File: config.mk
export PLATFORM = sky130hd
export DESIGN_NAME = cpu_control_unit_flat
export DESIGN_NICKNAME = d
export VERILOG_FILES = /design/src/rtl/cpu_ctrl_pkg.sv /design/src/rtl/cpu_control_unit_if.sv /design/src/rtl/reg_field_decoder.sv /design/src/rtl/cpu_control_unit.sv /design/src/flat_wrapper.sv
export SDC_FILE = /design/constraint.sdc
export NUM_CORES = 1
export LEC_CHECK = 0
export CORE_ASPECT_RATIO = 0.9
export CORE_MARGIN = 10
export CORE_UTILIZATION = 55
export CTS_CLUSTER_SIZE = 10
export DETAILED_ROUTE_END_ITERATION = 7
export DONT_BUFFER_PORTS = 1
export PLACE_DENSITY = 0.73
export SLEW_MARGIN = 5
export SYNTH_ARGS = -nofsm -noshare
export SYNTH_HDL_FRONTEND = slang
export SYNTH_SLANG_ARGS = --single-unit
File: constraint.sdc
create_clock -name Clock -period 2.8 [get_ports Clock]
set_input_delay 0.28 -clock Clock [delete_from_list [all_inputs] [get_ports Clock]]
set_output_delay 0.28 -clock Clock [all_outputs]
set_load 0.05 [all_outputs]
File: src/rtl/cpu_ctrl_pkg.sv
// Shared encodings for the hardwired control sequencer: opcodes, ALU op codes,
// sequencer states, instruction classes and IR field positions.
package cpu_ctrl_pkg;

  // IR field positions
  localparam int unsigned OpcodeMsb = 31;
  localparam int unsigned OpcodeLsb = 27;
  localparam int unsigned RaMsb     = 26;
  localparam int unsigned RaLsb     = 23;
  localparam int unsigned RbMsb     = 22;
  localparam int unsigned RbLsb     = 19;
  localparam int unsigned RcMsb     = 18;
  localparam int unsigned RcLsb     = 15;

  // Opcodes
  localparam logic [4:0] OpLd   = 5'b00000;
  localparam logic [4:0] OpLdi  = 5'b00001;
  localparam logic [4:0] OpSt   = 5'b00010;
  localparam logic [4:0] OpAdd  = 5'b00011;
  localparam logic [4:0] OpRol  = 5'b01010;
  localparam logic [4:0] OpAddi = 5'b01011;
  localparam logic [4:0] OpAndi = 5'b01100;
  localparam logic [4:0] OpOri  = 5'b01101;
  localparam logic [4:0] OpMul  = 5'b01110;
  localparam logic [4:0] OpDiv  = 5'b01111;
  localparam logic [4:0] OpNop  = 5'b11010;
  localparam logic [4:0] OpHalt = 5'b11011;

  // ALU op codes, shared with the ALU
  localparam logic [3:0] AluAdd = 4'd0;
  localparam logic [3:0] AluSub = 4'd1;
  localparam logic [3:0] AluAnd = 4'd2;
  localparam logic [3:0] AluOr  = 4'd3;
  localparam logic [3:0] AluShr = 4'd4;
  localparam logic [3:0] AluShl = 4'd5;
  localparam logic [3:0] AluRor = 4'd6;
  localparam logic [3:0] AluRol = 4'd7;
  localparam logic [3:0] AluMul = 4'd8;
  localparam logic [3:0] AluDiv = 4'd9;

  typedef enum logic [3:0] {
    StRst, StT0, StT1, StT2, StT3, StT4, StT5, StT6, StT7, StHalted
  } state_e;

  typedef enum logic [2:0] {
    ClsLd, ClsLdi, ClsSt, ClsAluR, ClsAluI, ClsMulDiv, ClsNop, ClsHalt
  } cls_e;

  // Unassigned opcodes fall into the NOP class.
  function automatic cls_e decode_class(logic [4:0] opc);
    cls_e cls;
    if (opc == OpLd) cls = ClsLd;
    else if (opc == OpLdi) cls = ClsLdi;
    else if (opc == OpSt) cls = ClsSt;
    else if (opc >= OpAdd && opc <= OpRol) cls = ClsAluR;
    else if (opc >= OpAddi && opc <= OpOri) cls = ClsAluI;
    else if (opc == OpMul || opc == OpDiv) cls = ClsMulDiv;
    else if (opc == OpHalt) cls = ClsHalt;
    else cls = ClsNop;
    return cls;
  endfunction

  function automatic logic [3:0] alu_op(logic [4:0] opc);
    logic [4:0] rel;
    logic [3:0] op;
    rel = opc - OpAdd;
    op  = AluAdd;
    if (opc >= OpAdd && opc <= OpRol) op = rel[3:0];
    else if (opc == OpAndi) op = AluAnd;
    else if (opc == OpOri) op = AluOr;
    else if (opc == OpMul) op = AluMul;
    else if (opc == OpDiv) op = AluDiv;
    return op;
  endfunction

endpackage

File: src/rtl/cpu_control_unit_if.sv
// Control bundle between the sequencer and the bus datapath: IR in, strobes out.
interface cpu_control_unit_if;
  logic [31:0] IR;
  logic [15:0] R_out;
  logic [15:0] R_in;
  logic PCout, Zlowout, Zhighout, MDRout, HIout, LOout, Cout;
  logic PCin, MARin, MDRin, IRin, Yin, Zin_low, Zin_high, HIin, LOin;
  logic IncPC, Read, Write;
  logic [3:0] operation;
  logic Run;

  modport master (
    input  IR,
    output R_out, R_in,
    output PCout, Zlowout, Zhighout, MDRout, HIout, LOout, Cout,
    output PCin, MARin, MDRin, IRin, Yin, Zin_low, Zin_high, HIin, LOin,
    output IncPC, Read, Write, operation, Run
  );

  modport slave (
    output IR,
    input  R_out, R_in,
    input  PCout, Zlowout, Zhighout, MDRout, HIout, LOout, Cout,
    input  PCin, MARin, MDRin, IRin, Yin, Zin_low, Zin_high, HIin, LOin,
    input  IncPC, Read, Write, operation, Run
  );
endinterface

File: src/rtl/reg_field_decoder.sv
// 4-bit register field to 16-bit one-hot select; all-zero when disabled.
module reg_field_decoder (
  input  logic [3:0]  field_i,
  input  logic        en_i,
  output logic [15:0] onehot_o
);
  always_comb begin
    onehot_o = '0;
    if (en_i) onehot_o[field_i] = 1'b1;
  end
endmodule

File: src/rtl/cpu_control_unit.sv
// Hardwired multi-cycle control sequencer: common fetch T0-T2, then a per-class
// execute sequence T3-T7, all outputs a Moore decode of state plus IR fields.
module cpu_control_unit
  import cpu_ctrl_pkg::*;
(
  input logic              Clock,
  input logic              clear,
  cpu_control_unit_if.master bus
);

  state_e state_q, state_d;

  logic [4:0] opc;
  logic [3:0] ra, rb, rc;
  cls_e       cls;
  logic       rout_en, rin_en;
  logic [3:0] rout_sel, rin_sel;
  logic       unused_ir;

  assign opc       = bus.IR[OpcodeMsb:OpcodeLsb];
  assign ra        = bus.IR[RaMsb:RaLsb];
  assign rb        = bus.IR[RbMsb:RbLsb];
  assign rc        = bus.IR[RcMsb:RcLsb];
  assign cls       = decode_class(opc);
  assign unused_ir = ^bus.IR[RcLsb-1:0];

  always_ff @(posedge Clock or posedge clear) begin
    if (clear) state_q <= StRst;
    else       state_q <= state_d;
  end

  always_comb begin
    state_d       = state_q;
    rout_en       = 1'b0;
    rout_sel      = '0;
    rin_en        = 1'b0;
    rin_sel       = '0;
    bus.PCout     = 1'b0;
    bus.Zlowout   = 1'b0;
    bus.Zhighout  = 1'b0;
    bus.MDRout    = 1'b0;
    bus.HIout     = 1'b0;
    bus.LOout     = 1'b0;
    bus.Cout      = 1'b0;
    bus.PCin      = 1'b0;
    bus.MARin     = 1'b0;
    bus.MDRin     = 1'b0;
    bus.IRin      = 1'b0;
    bus.Yin       = 1'b0;
    bus.Zin_low   = 1'b0;
    bus.Zin_high  = 1'b0;
    bus.HIin      = 1'b0;
    bus.LOin      = 1'b0;
    bus.IncPC     = 1'b0;
    bus.Read      = 1'b0;
    bus.Write     = 1'b0;
    bus.operation = AluAdd;
    bus.Run       = 1'b1;

    unique case (state_q)
      StRst: begin
        bus.Run = 1'b0;
        state_d = StT0;
      end
      StT0: begin
        bus.PCout   = 1'b1;
        bus.MARin   = 1'b1;
        bus.IncPC   = 1'b1;
        bus.Zin_low = 1'b1;
        state_d     = StT1;
      end
      StT1: begin
        bus.Zlowout = 1'b1;
        bus.PCin    = 1'b1;
        bus.Read    = 1'b1;
        bus.MDRin   = 1'b1;
        state_d     = StT2;
      end
      StT2: begin
        bus.MDRout = 1'b1;
        bus.IRin   = 1'b1;
        state_d    = StT3;
      end
      StT3: begin
        if (cls == ClsHalt) begin
          state_d = StHalted;
        end else if (cls == ClsNop) begin
          state_d = StT0;
        end else begin
          // MUL/DIV put Ra on Y; every other class puts Rb there.
          rout_en  = 1'b1;
          rout_sel = (cls == ClsMulDiv) ? ra : rb;
          bus.Yin  = 1'b1;
          state_d  = StT4;
        end
      end
      StT4: begin
        bus.Zin_low   = 1'b1;
        bus.operation = alu_op(opc);
        if (cls == ClsAluR) begin
          rout_en  = 1'b1;
          rout_sel = rc;
        end else if (cls == ClsMulDiv) begin
          rout_en      = 1'b1;
          rout_sel     = rb;
          bus.Zin_high = 1'b1;
        end else begin
          bus.Cout      = 1'b1;
          bus.operation = (cls == ClsAluI) ? alu_op(opc) : AluAdd;
        end
        state_d = StT5;
      end
      StT5: begin
        bus.Zlowout = 1'b1;
        state_d     = StT6;
        if (cls == ClsLd || cls == ClsSt) begin
          bus.MARin = 1'b1;
        end else if (cls == ClsMulDiv) begin
          bus.LOin = 1'b1;
        end else begin
          rin_en  = 1'b1;
          rin_sel = ra;
          state_d = StT0;
        end
      end
      StT6: begin
        state_d = StT7;
        if (cls == ClsLd) begin
          bus.Read  = 1'b1;
          bus.MDRin = 1'b1;
        end else if (cls == ClsSt) begin
          rout_en   = 1'b1;
          rout_sel  = ra;
          bus.MDRin = 1'b1;
        end else begin
          bus.Zhighout = 1'b1;
          bus.HIin     = 1'b1;
          state_d      = StT0;
        end
      end
      StT7: begin
        if (cls == ClsLd) begin
          bus.MDRout = 1'b1;
          rin_en     = 1'b1;
          rin_sel    = ra;
        end else begin
          bus.Write = 1'b1;
        end
        state_d = StT0;
      end
      StHalted: begin
        bus.Run = 1'b0;
      end
      default: begin
        bus.Run = 1'b0;
        state_d = StRst;
      end
    endcase
  end

  reg_field_decoder u_rout_dec (
    .field_i  (rout_sel),
    .en_i     (rout_en),
    .onehot_o (bus.R_out)
  );

  reg_field_decoder u_rin_dec (
    .field_i  (rin_sel),
    .en_i     (rin_en),
    .onehot_o (bus.R_in)
  );

endmodule

File: src/flat_wrapper.sv
// flat-port wrapper written by rule: the top's interface ports become plain ports
module cpu_control_unit_flat import cpu_ctrl_pkg::*;
  (Clock, clear, bus_IR, bus_R_out, bus_R_in, bus_PCout, bus_Zlowout, bus_Zhighout, bus_MDRout, bus_HIout, bus_LOout, bus_Cout, bus_PCin, bus_MARin, bus_MDRin, bus_IRin, bus_Yin, bus_Zin_low, bus_Zin_high, bus_HIin, bus_LOin, bus_IncPC, bus_Read, bus_Write, bus_operation, bus_Run);
  cpu_control_unit_if bus_i ();
  input logic Clock;
  input logic clear;
  input wire logic [$bits(bus_i.IR)-1:0] bus_IR;
  output wire logic [$bits(bus_i.R_out)-1:0] bus_R_out;
  output wire logic [$bits(bus_i.R_in)-1:0] bus_R_in;
  output wire logic [$bits(bus_i.PCout)-1:0] bus_PCout;
  output wire logic [$bits(bus_i.Zlowout)-1:0] bus_Zlowout;
  output wire logic [$bits(bus_i.Zhighout)-1:0] bus_Zhighout;
  output wire logic [$bits(bus_i.MDRout)-1:0] bus_MDRout;
  output wire logic [$bits(bus_i.HIout)-1:0] bus_HIout;
  output wire logic [$bits(bus_i.LOout)-1:0] bus_LOout;
  output wire logic [$bits(bus_i.Cout)-1:0] bus_Cout;
  output wire logic [$bits(bus_i.PCin)-1:0] bus_PCin;
  output wire logic [$bits(bus_i.MARin)-1:0] bus_MARin;
  output wire logic [$bits(bus_i.MDRin)-1:0] bus_MDRin;
  output wire logic [$bits(bus_i.IRin)-1:0] bus_IRin;
  output wire logic [$bits(bus_i.Yin)-1:0] bus_Yin;
  output wire logic [$bits(bus_i.Zin_low)-1:0] bus_Zin_low;
  output wire logic [$bits(bus_i.Zin_high)-1:0] bus_Zin_high;
  output wire logic [$bits(bus_i.HIin)-1:0] bus_HIin;
  output wire logic [$bits(bus_i.LOin)-1:0] bus_LOin;
  output wire logic [$bits(bus_i.IncPC)-1:0] bus_IncPC;
  output wire logic [$bits(bus_i.Read)-1:0] bus_Read;
  output wire logic [$bits(bus_i.Write)-1:0] bus_Write;
  output wire logic [$bits(bus_i.operation)-1:0] bus_operation;
  output wire logic [$bits(bus_i.Run)-1:0] bus_Run;
  assign bus_i.IR = bus_IR;
  assign bus_R_out = bus_i.R_out;
  assign bus_R_in = bus_i.R_in;
  assign bus_PCout = bus_i.PCout;
  assign bus_Zlowout = bus_i.Zlowout;
  assign bus_Zhighout = bus_i.Zhighout;
  assign bus_MDRout = bus_i.MDRout;
  assign bus_HIout = bus_i.HIout;
  assign bus_LOout = bus_i.LOout;
  assign bus_Cout = bus_i.Cout;
  assign bus_PCin = bus_i.PCin;
  assign bus_MARin = bus_i.MARin;
  assign bus_MDRin = bus_i.MDRin;
  assign bus_IRin = bus_i.IRin;
  assign bus_Yin = bus_i.Yin;
  assign bus_Zin_low = bus_i.Zin_low;
  assign bus_Zin_high = bus_i.Zin_high;
  assign bus_HIin = bus_i.HIin;
  assign bus_LOin = bus_i.LOin;
  assign bus_IncPC = bus_i.IncPC;
  assign bus_Read = bus_i.Read;
  assign bus_Write = bus_i.Write;
  assign bus_operation = bus_i.operation;
  assign bus_Run = bus_i.Run;
  cpu_control_unit u_core (.Clock(Clock), .clear(clear), .bus(bus_i));
endmodule
==> flow_metrics.py, run 1 <==
metrics = {
    "status": {
        "status": "did not finish",
        "failed_stage": "detailed placement (3_5_place_dp)",
        "stop_error": "[ERROR DPL-0038] Utilization greater than 100%, impossible to legalize",
    },
    "yosys": {
        "syn_area_sq_um": 1336,
        "synth-edff-count": 0,
        "ys_warn_count": 0,
        "avgSynthCellArea_sq_um": 6.550,
        "yosys-top-cells-area": "nor3_1, dfrtp_1, nor4_1, nor2_1, a21oi_1",
        "ys_ff_latch": 4,
        "synthArstFlopShare_pct": 100.0,
        "yosysUniqueCellTypes": 50,
        "seq_area_frac_synth_pct": 7.491,
        "yosys.area.top_type": "nor3_1",
        "synth_flop_cell": "dfrtp_1",
        "synth_top_area_share_pct": 8.614,
        "syn_inst": 204,
    },
    "floorplan": {
        "die_w_um": 71.96,
        "initial_core_util_pct": 59.60,
        "ioPinCount": 90,
        "rows": 16,
        "fp.dieH_um": 66.76,
    },
    "placement": {
        "place_congestion": 0.9462,
        "io_buffers": 0,
    },
}
-- through the flow --
step / std cells / setup TNS, ns
global placement: 313 / -2.955
floorplan: 205 / -5.686
-- cells in the mapped netlist (all sizes together) (6+ instances only) --
master	instances
nand2	14
o21ai	8
nand3	10
nor3	23
nor4	16
or2	6
clkbuf	7
inv	6
nor2	21
buf	8
a21oi	14
nand2b	8
-- cell families after synthesis --
| logic type | after synthesis | synth area share (%) |
|---|---|---|
| and+or+nand+nor | 116 | 46.72 |
| xor gates and xnor gates | 4 | 2.622 |
| AOI/OAI and AO/OA | 54 | 31.74 |
| DFF | 4 | 7.491 |
| adders and majority gates | 4 | 3.745 |
| other | 1 | 0.2806 |
| buffers and inverters | 21 | 7.397 |
==> inputs of run 2 (changes only) <==
--- a/config.mk
+++ b/config.mk
@@ -5,13 +5,11 @@
 export SDC_FILE = /design/constraint.sdc
 export NUM_CORES = 1
 export LEC_CHECK = 0
-export CORE_ASPECT_RATIO = 0.9
-export CORE_MARGIN = 10
-export CORE_UTILIZATION = 55
-export CTS_CLUSTER_SIZE = 10
+export CORE_AREA = 10 10 71 73
 export DETAILED_ROUTE_END_ITERATION = 7
+export DIE_AREA = 0 0 81 83
 export DONT_BUFFER_PORTS = 1
-export PLACE_DENSITY = 0.73
+export PLACE_DENSITY_LB_ADDON = 0.15
 export SLEW_MARGIN = 5
 export SYNTH_ARGS = -nofsm -noshare
 export SYNTH_HDL_FRONTEND = slang
==> constraint.sdc (replaced) <==
create_clock -name Clock -period 3.6 [get_ports Clock]
set_input_delay 0.36 -clock Clock [delete_from_list [all_inputs] [get_ports Clock]]
set_output_delay 0.36 -clock Clock [all_outputs]
set_load 0.05 [all_outputs]
==> run 2 against run 1 <==
Effect of this change:
- synthesized area unchanged
- the run now ends clean
- synthesized cell count unchanged
==> flow_metrics.py, run 2 <==
metrics = {
    "grt": {
        "grt_max_degree": 21,
        "grt_util_all_layers_pct": 15.80,
        "gr-total-overflow": 0,
        "grt_pass1_wl_mm": 9.045,
        "antenna_found_initial": 0,
        "grt_pass1_vias": 1874,
    },
    "placement": {
        "io_buffers": 0,
        "place_ws_ns": 0.06938,
        "placed_cell_area_sq_um": 2267,
        "hpwl_mm": 4.774,
        "place_congestion": 0.8523,
    },
    "cts": {
        "cts_buffers": 3,
        "cts_root_buf": "clkbuf_8",
        "clk_path_buf_depth": 2,
        "clk_latency_ns": 0.22,
        "cts_tree": "yes",
        "cts_sinks": 4,
        "cts.htree.levels": 1,
        "clk_pin_slew_ns": 0.03,
    },
    "floorplan": {
        "ioPinCount": 90,
        "core_sq_um": 3633,
        "initial_core_util_pct": 36.78,
        "die_w_um": 81,
        "dieArea_sq_um": 6723,
        "rows": 22,
        "fp.dieH_um": 83,
    },
    "cells_and_area": {
        "finalNetCount": 304,
        "largest_reg_flops": 4,
        "top_regs": "u_core.state_q (4)",
        "final_common_cell": "buf_4",
        "layout_common_cells": "buf_4, nor2_1, nand2_1, a21oi_1, buf_12",
        "syn_to_final_growth_pct": 73.69,
        "diodes": 0,
        "final_area_sq_um": 2321,
        "regMostFlops": "u_core.state_q",
        "layout-drive-gt1-share_pct": 44.32,
    },
    "detailed_routing": {
        "routed-via-count": 1881,
        "antenna_left": 0,
        "totalWireLength_mm": 5.667,
        "via_per_inst": 6.029,
        "drtIter0Drc": 118,
        "dr.pass1.iters": 4,
        "remaining_drc_errors": 0,
        "wl_per_cell_um": 18.16,
    },
    "pwr": {
        "vdd_drop_max_mv": 0.3239,
        "power_density_nw_per_um2": 489.1,
        "p_leak_nw": 0.8718,
    },
    "sta": {
        "finClkSkew_ns": 0.001333,
        "setup_ws_ns": 0.1129,
        "grt_setup_unrepaired": "no",
        "period_share_pct": 96.86,
        "finalHoldViolCount": 0,
        "drv_slew": 0,
        "slew_headroom_pct": 39.59,
        "fmax_mhz": 286.8,
        "tightest_slew_ns": 0.9027,
        "setup_tns_ns": 0,
        "finalSetupViolCount": 0,
        "fin_crit_ns": 3.487,
    },
    "yosys": {
        "yosys.area.top_type": "nor3_1",
        "yosys-top-cells-area": "nor3_1, dfrtp_1, nor4_1, nor2_1, a21oi_1",
        "avgSynthCellArea_sq_um": 6.550,
        "ys_warn_count": 0,
        "yosysMostFrequentCell": "nor3_1",
        "seq_area_frac_synth_pct": 7.491,
        "synthArstFlopShare_pct": 100.0,
        "syn_inst": 204,
        "synth_common_cells": "nor3_1, nor2_1, nor4_1",
        "synth_flop_cell": "dfrtp_1",
        "ys_ff_latch": 4,
        "yosysUniqueCellTypes": 50,
        "syn_area_sq_um": 1336,
        "synth-edff-count": 0,
        "synth_top_area_share_pct": 8.614,
    },
    "worst_setup_path": {
        "cp-start-kind": "input pin",
        "crit_type": "input pin to primary output",
        "required_ns": 3.24,
        "cp_max_fo": 8,
        "endpoint_kind": "primary output",
        "arrival_ns": 3.13,
    },
    "flow_run": {
        "max_cap_viol_count": 0,
    },
    "hold_path": {
        "hold_path.class": "input pin to asynchronous set/reset pin",
    },
    "status": {
        "status": "finished clean",
    },
}
[run 2: cell families after synthesis]
family                     share of synthesized area (%)
AOI/OAI and AO/OA                                  31.74
and+or+nand+nor                                    46.72
xor gates and xnor gates                           2.622
adders and majority gates                          3.745
DFF                                                7.491
other                                             0.2806
buffers and inverters                              7.397
[run 2: path summary, 6_finish.rpt]
| kind | from | end | slack, ns | cells after the start |
|---|---|---|---|---|
| setup / recovery | bus_IR[27] | bus_R_out[6] | 0.11 | 10 |
| hold / removal | clear | u_core.state_q[1] | 0.47 | 2 |
| setup reg to reg | u_core.state_q[3] | u_core.state_q[3] | 1.78 | 4 |
| hold reg to reg | u_core.state_q[1] | u_core.state_q[2] | 0.72 | 2 |
| max in group asynchronous | clear | u_core.state_q[0] | 2.97 | 2 |
| min in group Clock | bus_IR[29] | u_core.state_q[3] | 0.65 | 3 |
[run 2: power by group]
group / switching, mW / total, mW / leakage (nW) / internal, mW
Combinational: 0.654 / 0.929 / 0.801 / 0.275
Sequential: 0.0459 / 0.111 / 0.0497 / 0.0648
Clock: 0.0239 / 0.0952 / 0.0216 / 0.0714
[run 2: per-layer routing]
metal	share of wire, %	vias up	global-route usage, %
li1	-	898	-
met1	35	903	16.53
met2	52	72	27.45
met3	12	8	7.112
met4	1.8	0	4.225
met5	0	-	0
[run 2: layout make-up]
class	count	area, sq um
Clock buffer	3	41.29
Fill cell	327	1313
Timing Repair Buffer	71	705.7
Sequential cell	4	100.1
Inverter	6	22.52
Tap cell	48	60.06
Multi-Input combinational cell	180	1391
[run 2: through the flow]
step                std cells  utilization (%)  power, mW  hold WS (ns)
floorplan                 205                -     0.8005        0.1261
global placement          308            62.40      1.018        0.1347
detailed placement        308            62.40      1.038        0.1509
CTS                       312            63.81      1.137        0.4781
global route              312            63.88      1.201        0.5078
finish                    312            63.88      1.135        0.4746
[run 2: worst max-delay path: stages]
cell and delay [ns]:
ha_1 0.20, a211oi_1 0.33, o32ai_1 0.23, o221a_4 0.30
o21a_1 0.21, a22o_4 0.29, a221o_2 0.54, buf_4 0.19
nor4_4 0.29, buf_12 0.18
[run 2: what timing repair did]
| action | 4_1_cts | 5_1_grt |
|---|---|---|
| resized for setup | 0 | 2 |
| buffers inserted | 0 | 0 |
| hold buffers | 1 | 0 |
| setup endpoints to repair | 0 | 6 |
| hold endpoints to repair | 4 | 0 |
(Power assumes the default switching activity.)
==> inputs of run 3 (changes only) <==
--- a/config.mk
+++ b/config.mk
@@ -9,7 +9,7 @@
 export DETAILED_ROUTE_END_ITERATION = 7
 export DIE_AREA = 0 0 81 83
 export DONT_BUFFER_PORTS = 1
-export PLACE_DENSITY_LB_ADDON = 0.15
+export REMOVE_ABC_BUFFERS = 1
 export SLEW_MARGIN = 5
 export SYNTH_ARGS = -nofsm -noshare
 export SYNTH_HDL_FRONTEND = slang
==> constraint.sdc (replaced) <==
create_clock -name Clock -period 3.6 [get_ports Clock]
set_input_delay 0.54 -clock Clock [delete_from_list [all_inputs] [get_ports Clock]]
set_output_delay 0.54 -clock Clock [all_outputs]
set_load 0.05 [all_outputs]
==> run 3 against run 2 <==
Effect of this change:
- sequential power grew 14%
- flip-flop and latch count stayed put
- critical path depth decreased by 1
- wire length is 1.0% lower
- count of clock-buffer cells in the layout unchanged
- maximum frequency decreased by 2.0%
- non-clock buffer count rose by 16
- final cell count is 5.1% higher
- largest power group unchanged
==> flow_metrics.py, run 3 (synthesized netlist as in run 2, its figures left out) <==
metrics = {
    "grt": {
        "grt_util_all_layers_pct": 14.71,
        "grt_pass1_vias": 1747,
        "gr-total-overflow": 0,
        "grt_max_degree": 16,
        "antenna_found_initial": 0,
        "grt_pass1_wl_mm": 8.500,
    },
    "worst_setup_path": {
        "rrSetupSlack_ns": 1.85,
        "rr_worst_depth": 4,
        "crit_type": "input pin to primary output",
        "cp-start-kind": "input pin",
        "cp_max_fo": 8,
        "endpoint_kind": "primary output",
        "arrival_ns": 3.02,
        "required_ns": 3.06,
        "reg2reg_to": "u_core.state_q[3]",
        "rr_startpoint": "u_core.state_q[3]",
    },
    "placement": {
        "place_ws_ns": -0.1241,
        "place_congestion": 0.8568,
        "dp_cells": 312,
        "io_buffers": 0,
        "placed_cell_area_sq_um": 2087,
        "hpwl_mm": 4.311,
    },
    "sta": {
        "drv_slew": 0,
        "finalHoldViolCount": 0,
        "setup_tns_ns": 0,
        "tightest_slew_ns": 0.9007,
        "fmax_mhz": 281.0,
        "period_share_pct": 98.84,
        "finClkSkew_ns": 0.004484,
        "setup_ws_ns": 0.04183,
        "finalSetupViolCount": 0,
        "fin_crit_ns": 3.558,
        "slew_headroom_pct": 39.73,
    },
    "pwr": {
        "pwr-share-seq_pct": 11.1,
        "power.switching_uw": 706.4,
        "p_sw_share_pct": 61.51,
        "power_density_nw_per_um2": 495.6,
        "pwr-share-comb_pct": 80.6,
        "p_leak_nw": 0.9185,
        "p_int_uw": 442.1,
        "p_clk_share_pct": 8.3,
        "vdd_drop_max_mv": 0.4668,
    },
    "floorplan": {
        "core_sq_um": 3633,
        "ioPinCount": 90,
        "die_w_um": 81,
        "initial_core_util_pct": 36.78,
        "dieArea_sq_um": 6723,
        "rows": 22,
        "fp.dieH_um": 83,
    },
    "detailed_routing": {
        "via_per_inst": 5.765,
        "wl_per_cell_um": 17.10,
        "totalWireLength_mm": 5.608,
        "routed-via-count": 1891,
        "remaining_drc_errors": 0,
        "drtIter0Drc": 76,
        "dr.pass1.iters": 4,
        "antenna_left": 0,
    },
    "cells_and_area": {
        "final_area_sq_um": 2317,
        "final_common_cell": "buf_4",
        "syn_to_final_growth_pct": 73.41,
        "finalNetCount": 320,
        "layout_common_cells": "buf_4, nor2_1, nor4_2",
        "layout-drive-gt1-share_pct": 51.07,
        "largest_reg_flops": 4,
        "diodes": 0,
        "top_regs": "u_core.state_q (4)",
        "fin_cells": 328,
        "regMostFlops": "u_core.state_q",
    },
    "cts": {
        "clk_latency_ns": 0.22,
        "cts_root_buf": "clkbuf_8",
        "cts.htree.levels": 1,
        "cts_buffers": 3,
        "clk_pin_slew_ns": 0.03,
        "clk_path_buf_depth": 2,
        "cts_sinks": 4,
        "cts_tree": "yes",
    },
    "status": {
        "status": "finished clean",
    },
    "hold_path": {
        "hold_path.class": "input pin to asynchronous set/reset pin",
    },
    "flow_run": {
        "max_cap_viol_count": 0,
    },
}
run 3: cell types whose count changed in the layout (fill, tap and decap cells not counted), sizes merged:
cell / change
buf: +17
dlygate4sd3: -1
run 3: final cells by class:
class	count	area [sq um]
fill	320	1316
tap	48	60.06
sequential	4	100.1
multi-input combinational	180	1363
clock buffer	3	41.29
inverter	6	22.52
timing repair buffer	87	730.7
run 3: repair_timing:
action,CTS,global route
gates resized for setup,5,13
setup endpoints to repair,18,20
hold buffers,0,0
setup buffers,0,14
pin swaps,1,10
run 3: power groups by stage:
stage               sequential [mW]  clock, mW  combinational [mW]
global placement              0.124          0               0.862
global route                  0.136      0.104               0.987
CTS                           0.127     0.0967               0.876
detailed placement            0.127          0               0.869
floorplan                     0.115          0               0.601
finish                        0.127     0.0959               0.925
run 3: through the flow:
stage	hold WS [ns]	utilization (%)	power, mW
after floorplan	0.3061	-	0.7163
after global placement	0.3231	57.44	0.9861
after detailed placement	0.3259	57.44	0.9958
after CTS	0.09513	59.30	1.099
after global routing	0.1041	63.77	1.227
final	0.09156	63.77	1.148
run 3: worst max-delay path: stages:
cell	delay (ns)
ha_2	0.19
a211oi_4	0.05
a311o_1	0.39
o221a_4	0.29
o21a_1	0.21
a22o_4	0.30
a221o_2	0.45
nor4_2	0.34
buf_4	0.26
run 3: how the worst max path moves through the flow:
| stage | depth (start not counted) | start | end |
|---|---|---|---|
| floorplan | 9 | bus_IR[27] | bus_R_out[0] |
| global placement | 9 | bus_IR[27] | bus_R_out[0] |
| detailed placement | 9 | bus_IR[27] | bus_R_out[7] |
| CTS | 12 | bus_IR[28] | bus_R_out[1] |
| global route | 11 | bus_IR[27] | bus_R_out[2] |
| finish | 9 | bus_IR[27] | bus_R_out[10] |
run 3: routing by layer:
metal	vias up	wire length (um)	track usage, %
met2	71	2665	23.20
li1	932	-	-
met1	879	2263	17.48
met4	0	61	2.347
met5	-	0	0
met3	9	617	7.543
==> inputs of run 4 (changes only) <==
--- a/config.mk
+++ b/config.mk
@@ -6,6 +6,7 @@
 export NUM_CORES = 1
 export LEC_CHECK = 0
 export CORE_AREA = 10 10 71 73
+export CTS_CLUSTER_DIAMETER = 200
 export DETAILED_ROUTE_END_ITERATION = 7
 export DIE_AREA = 0 0 81 83
 export DONT_BUFFER_PORTS = 1
==> constraint.sdc (replaced) <==
create_clock -name Clock -period 3.6 [get_ports Clock]
set_input_delay 0.54 -clock Clock [delete_from_list [all_inputs] [get_ports Clock]]
set_output_delay 0.54 -clock Clock [all_outputs]
set_load 0.01 [all_outputs]
==> run 4 against run 3 <==
Effect of this change:
- via count is 9.4% lower
- critical endpoint is now bus_R_in[14]
- wire length is 12% lower
- highest routed layer unchanged
- clock skew hardly changed
- combinational power is 43% lower
- power is 37% lower
- die area stayed put
==> flow_metrics.py, run 4 (synthesized netlist as in run 2, its figures left out) <==
metrics = {
    "floorplan": {
        "ioPinCount": 90,
        "core_sq_um": 3633,
        "initial_core_util_pct": 36.78,
        "fp.dieH_um": 83,
        "die_w_um": 81,
        "dieArea_sq_um": 6723,
        "rows": 22,
    },
    "detailed_routing": {
        "wl_per_cell_um": 17.21,
        "drtIter0Drc": 64,
        "wl_met2_mm": 2.229,
        "met1Wirelength_mm": 2.022,
        "routed-via-count": 1714,
        "dr.pass1.iters": 4,
        "totalWireLength_mm": 4.939,
        "antenna_left": 0,
        "remaining_drc_errors": 0,
        "top_layer_used": "met4",
        "via_per_inst": 5.972,
        "wl_met3_um": 665,
    },
    "cts": {
        "cts.htree.levels": 1,
        "clk_pin_slew_ns": 0.03,
        "cts_sinks": 4,
        "holdBufCountCts": 0,
        "cts_buffers": 3,
        "cts_tree": "yes",
        "clk_latency_ns": 0.22,
        "cts_root_buf": "clkbuf_8",
        "clk_path_buf_depth": 2,
    },
    "worst_setup_path": {
        "required_ns": 3.06,
        "endpoint_kind": "primary output",
        "arrival_ns": 2.95,
        "crit_type": "input pin to primary output",
        "cp-start-kind": "input pin",
        "rr_startpoint": "u_core.state_q[2]",
        "crit_start": "bus_IR[27]",
        "cp_max_fo": 7,
    },
    "pwr": {
        "p_leak_nw": 0.6775,
        "vdd_drop_max_mv": 0.4014,
        "power.switching_uw": 389.3,
        "p_sw_share_pct": 54.11,
        "pwr-share-comb_pct": 72.8,
        "power_uw": 719.4,
        "power_density_nw_per_um2": 406.9,
        "p_clk_share_pct": 13.2,
        "p_int_uw": 330.1,
        "pwr-share-seq_pct": 14.0,
    },
    "placement": {
        "hpwl_mm": 4.044,
        "io_buffers": 0,
        "dp_cells": 283,
        "place_congestion": 0.8410,
        "placed_cell_area_sq_um": 1662,
    },
    "cells_and_area": {
        "layout_common_cells": "buf_4, nor3_1, nor2_1",
        "final_common_cell": "buf_4",
        "diodes": 0,
        "finalNetCount": 279,
        "largest_reg_flops": 4,
        "top_regs": "u_core.state_q (4)",
        "syn_to_final_growth_pct": 32.30,
        "layout-drive-gt1-share_pct": 30.96,
        "fin_cells": 287,
        "final_area_sq_um": 1768,
        "regMostFlops": "u_core.state_q",
    },
    "status": {
        "status": "finished clean",
    },
    "flow_run": {
        "max_cap_viol_count": 0,
    },
    "sta": {
        "finClkSkew_ns": 0.004774,
        "fmax_mhz": 286.4,
        "slew_headroom_pct": 55.61,
        "fin_crit_ns": 3.492,
        "finalHoldViolCount": 0,
        "period_share_pct": 96.99,
        "hold_ws_ns": 0.08695,
        "finalSetupViolCount": 0,
        "grt_setup_unrepaired": "yes",
        "drv_slew": 0,
        "tightest_slew_ns": 0.6607,
    },
    "grt": {
        "grt_util_all_layers_pct": 12.92,
        "antenna_found_initial": 0,
        "grt_pass1_wl_mm": 7.334,
        "grt_max_degree": 20,
        "gr-total-overflow": 0,
        "grt_pass1_vias": 1491,
    },
    "hold_path": {
        "hold_path.class": "input pin to asynchronous set/reset pin",
    },
}
-- run 4: worst paths after layout --
kind                                          end  slack (ns)  depth (start not counted)
worst max-delay path                 bus_R_in[14]        0.11                          9
worst min-delay path            u_core.state_q[3]        0.09                          1
worst max register to register  u_core.state_q[3]        1.94                          4
worst min register to register  u_core.state_q[1]        0.61                          2
max in group asynchronous       u_core.state_q[2]        3.36                          1
min in group Clock              u_core.state_q[1]        0.61                          2
-- run 4: layout make-up --
type                       count  area (sq um)
multi-input combinational    180          1199
tap                           48         60.06
inverter                       6         22.52
clock buffer                   3         41.29
fill                         392          1866
timing repair buffer          46         345.3
sequential                     4         100.1
-- run 4: what timing repair did --
| action | 4_1_cts | 5_1_grt |
|---|---|---|
| hold endpoints to repair | 0 | 0 |
| endpoints found under the setup margin | 5 | 18 |
| pin swaps | 0 | 3 |
| buffers inserted | 0 | 1 |
| resized for setup | 2 | 10 |
-- run 4: worst max-delay path: stages --
cell and delay, ns:
ha_1 0.19, a211oi_2 0.26, a311o_1 0.30, o221a_4 0.23, buf_4 0.14, o21ai_1 0.11
o32a_1 0.39, or4b_4 0.57, nor2_1 0.22
-- run 4: per-stage QoR --
step / util (%) / setup TNS, ns / worst slack, ns
after global routing: 48.66 / -0.1505 / -0.03624
after CTS: 47.21 / 0 / 0.02184
after detailed placement: 45.73 / -0.2482 / -0.06212
after global placement: 45.73 / -0.1352 / -0.03774
final: 48.66 / 0 / 0.1083
after floorplan: - / 0 / 0.05975
-- run 4: power groups by stage --
stage	Sequential [mW]	Clock [mW]	Combinational, mW
after floorplan	0.115	0	0.340
after global placement	0.0995	0	0.503
after detailed placement	0.101	0	0.511
after CTS	0.100	0.0975	0.514
after global routing	0.106	0.0993	0.575
final	0.100	0.0953	0.524
-- run 4: routing by layer --
layer | global-route usage [%] | vias to the layer above
met5 | 0 | -
met3 | 7.543 | 4
met4 | 1.878 | 0
met1 | 15.03 | 776
met2 | 20.24 | 72
li1 | - | 862
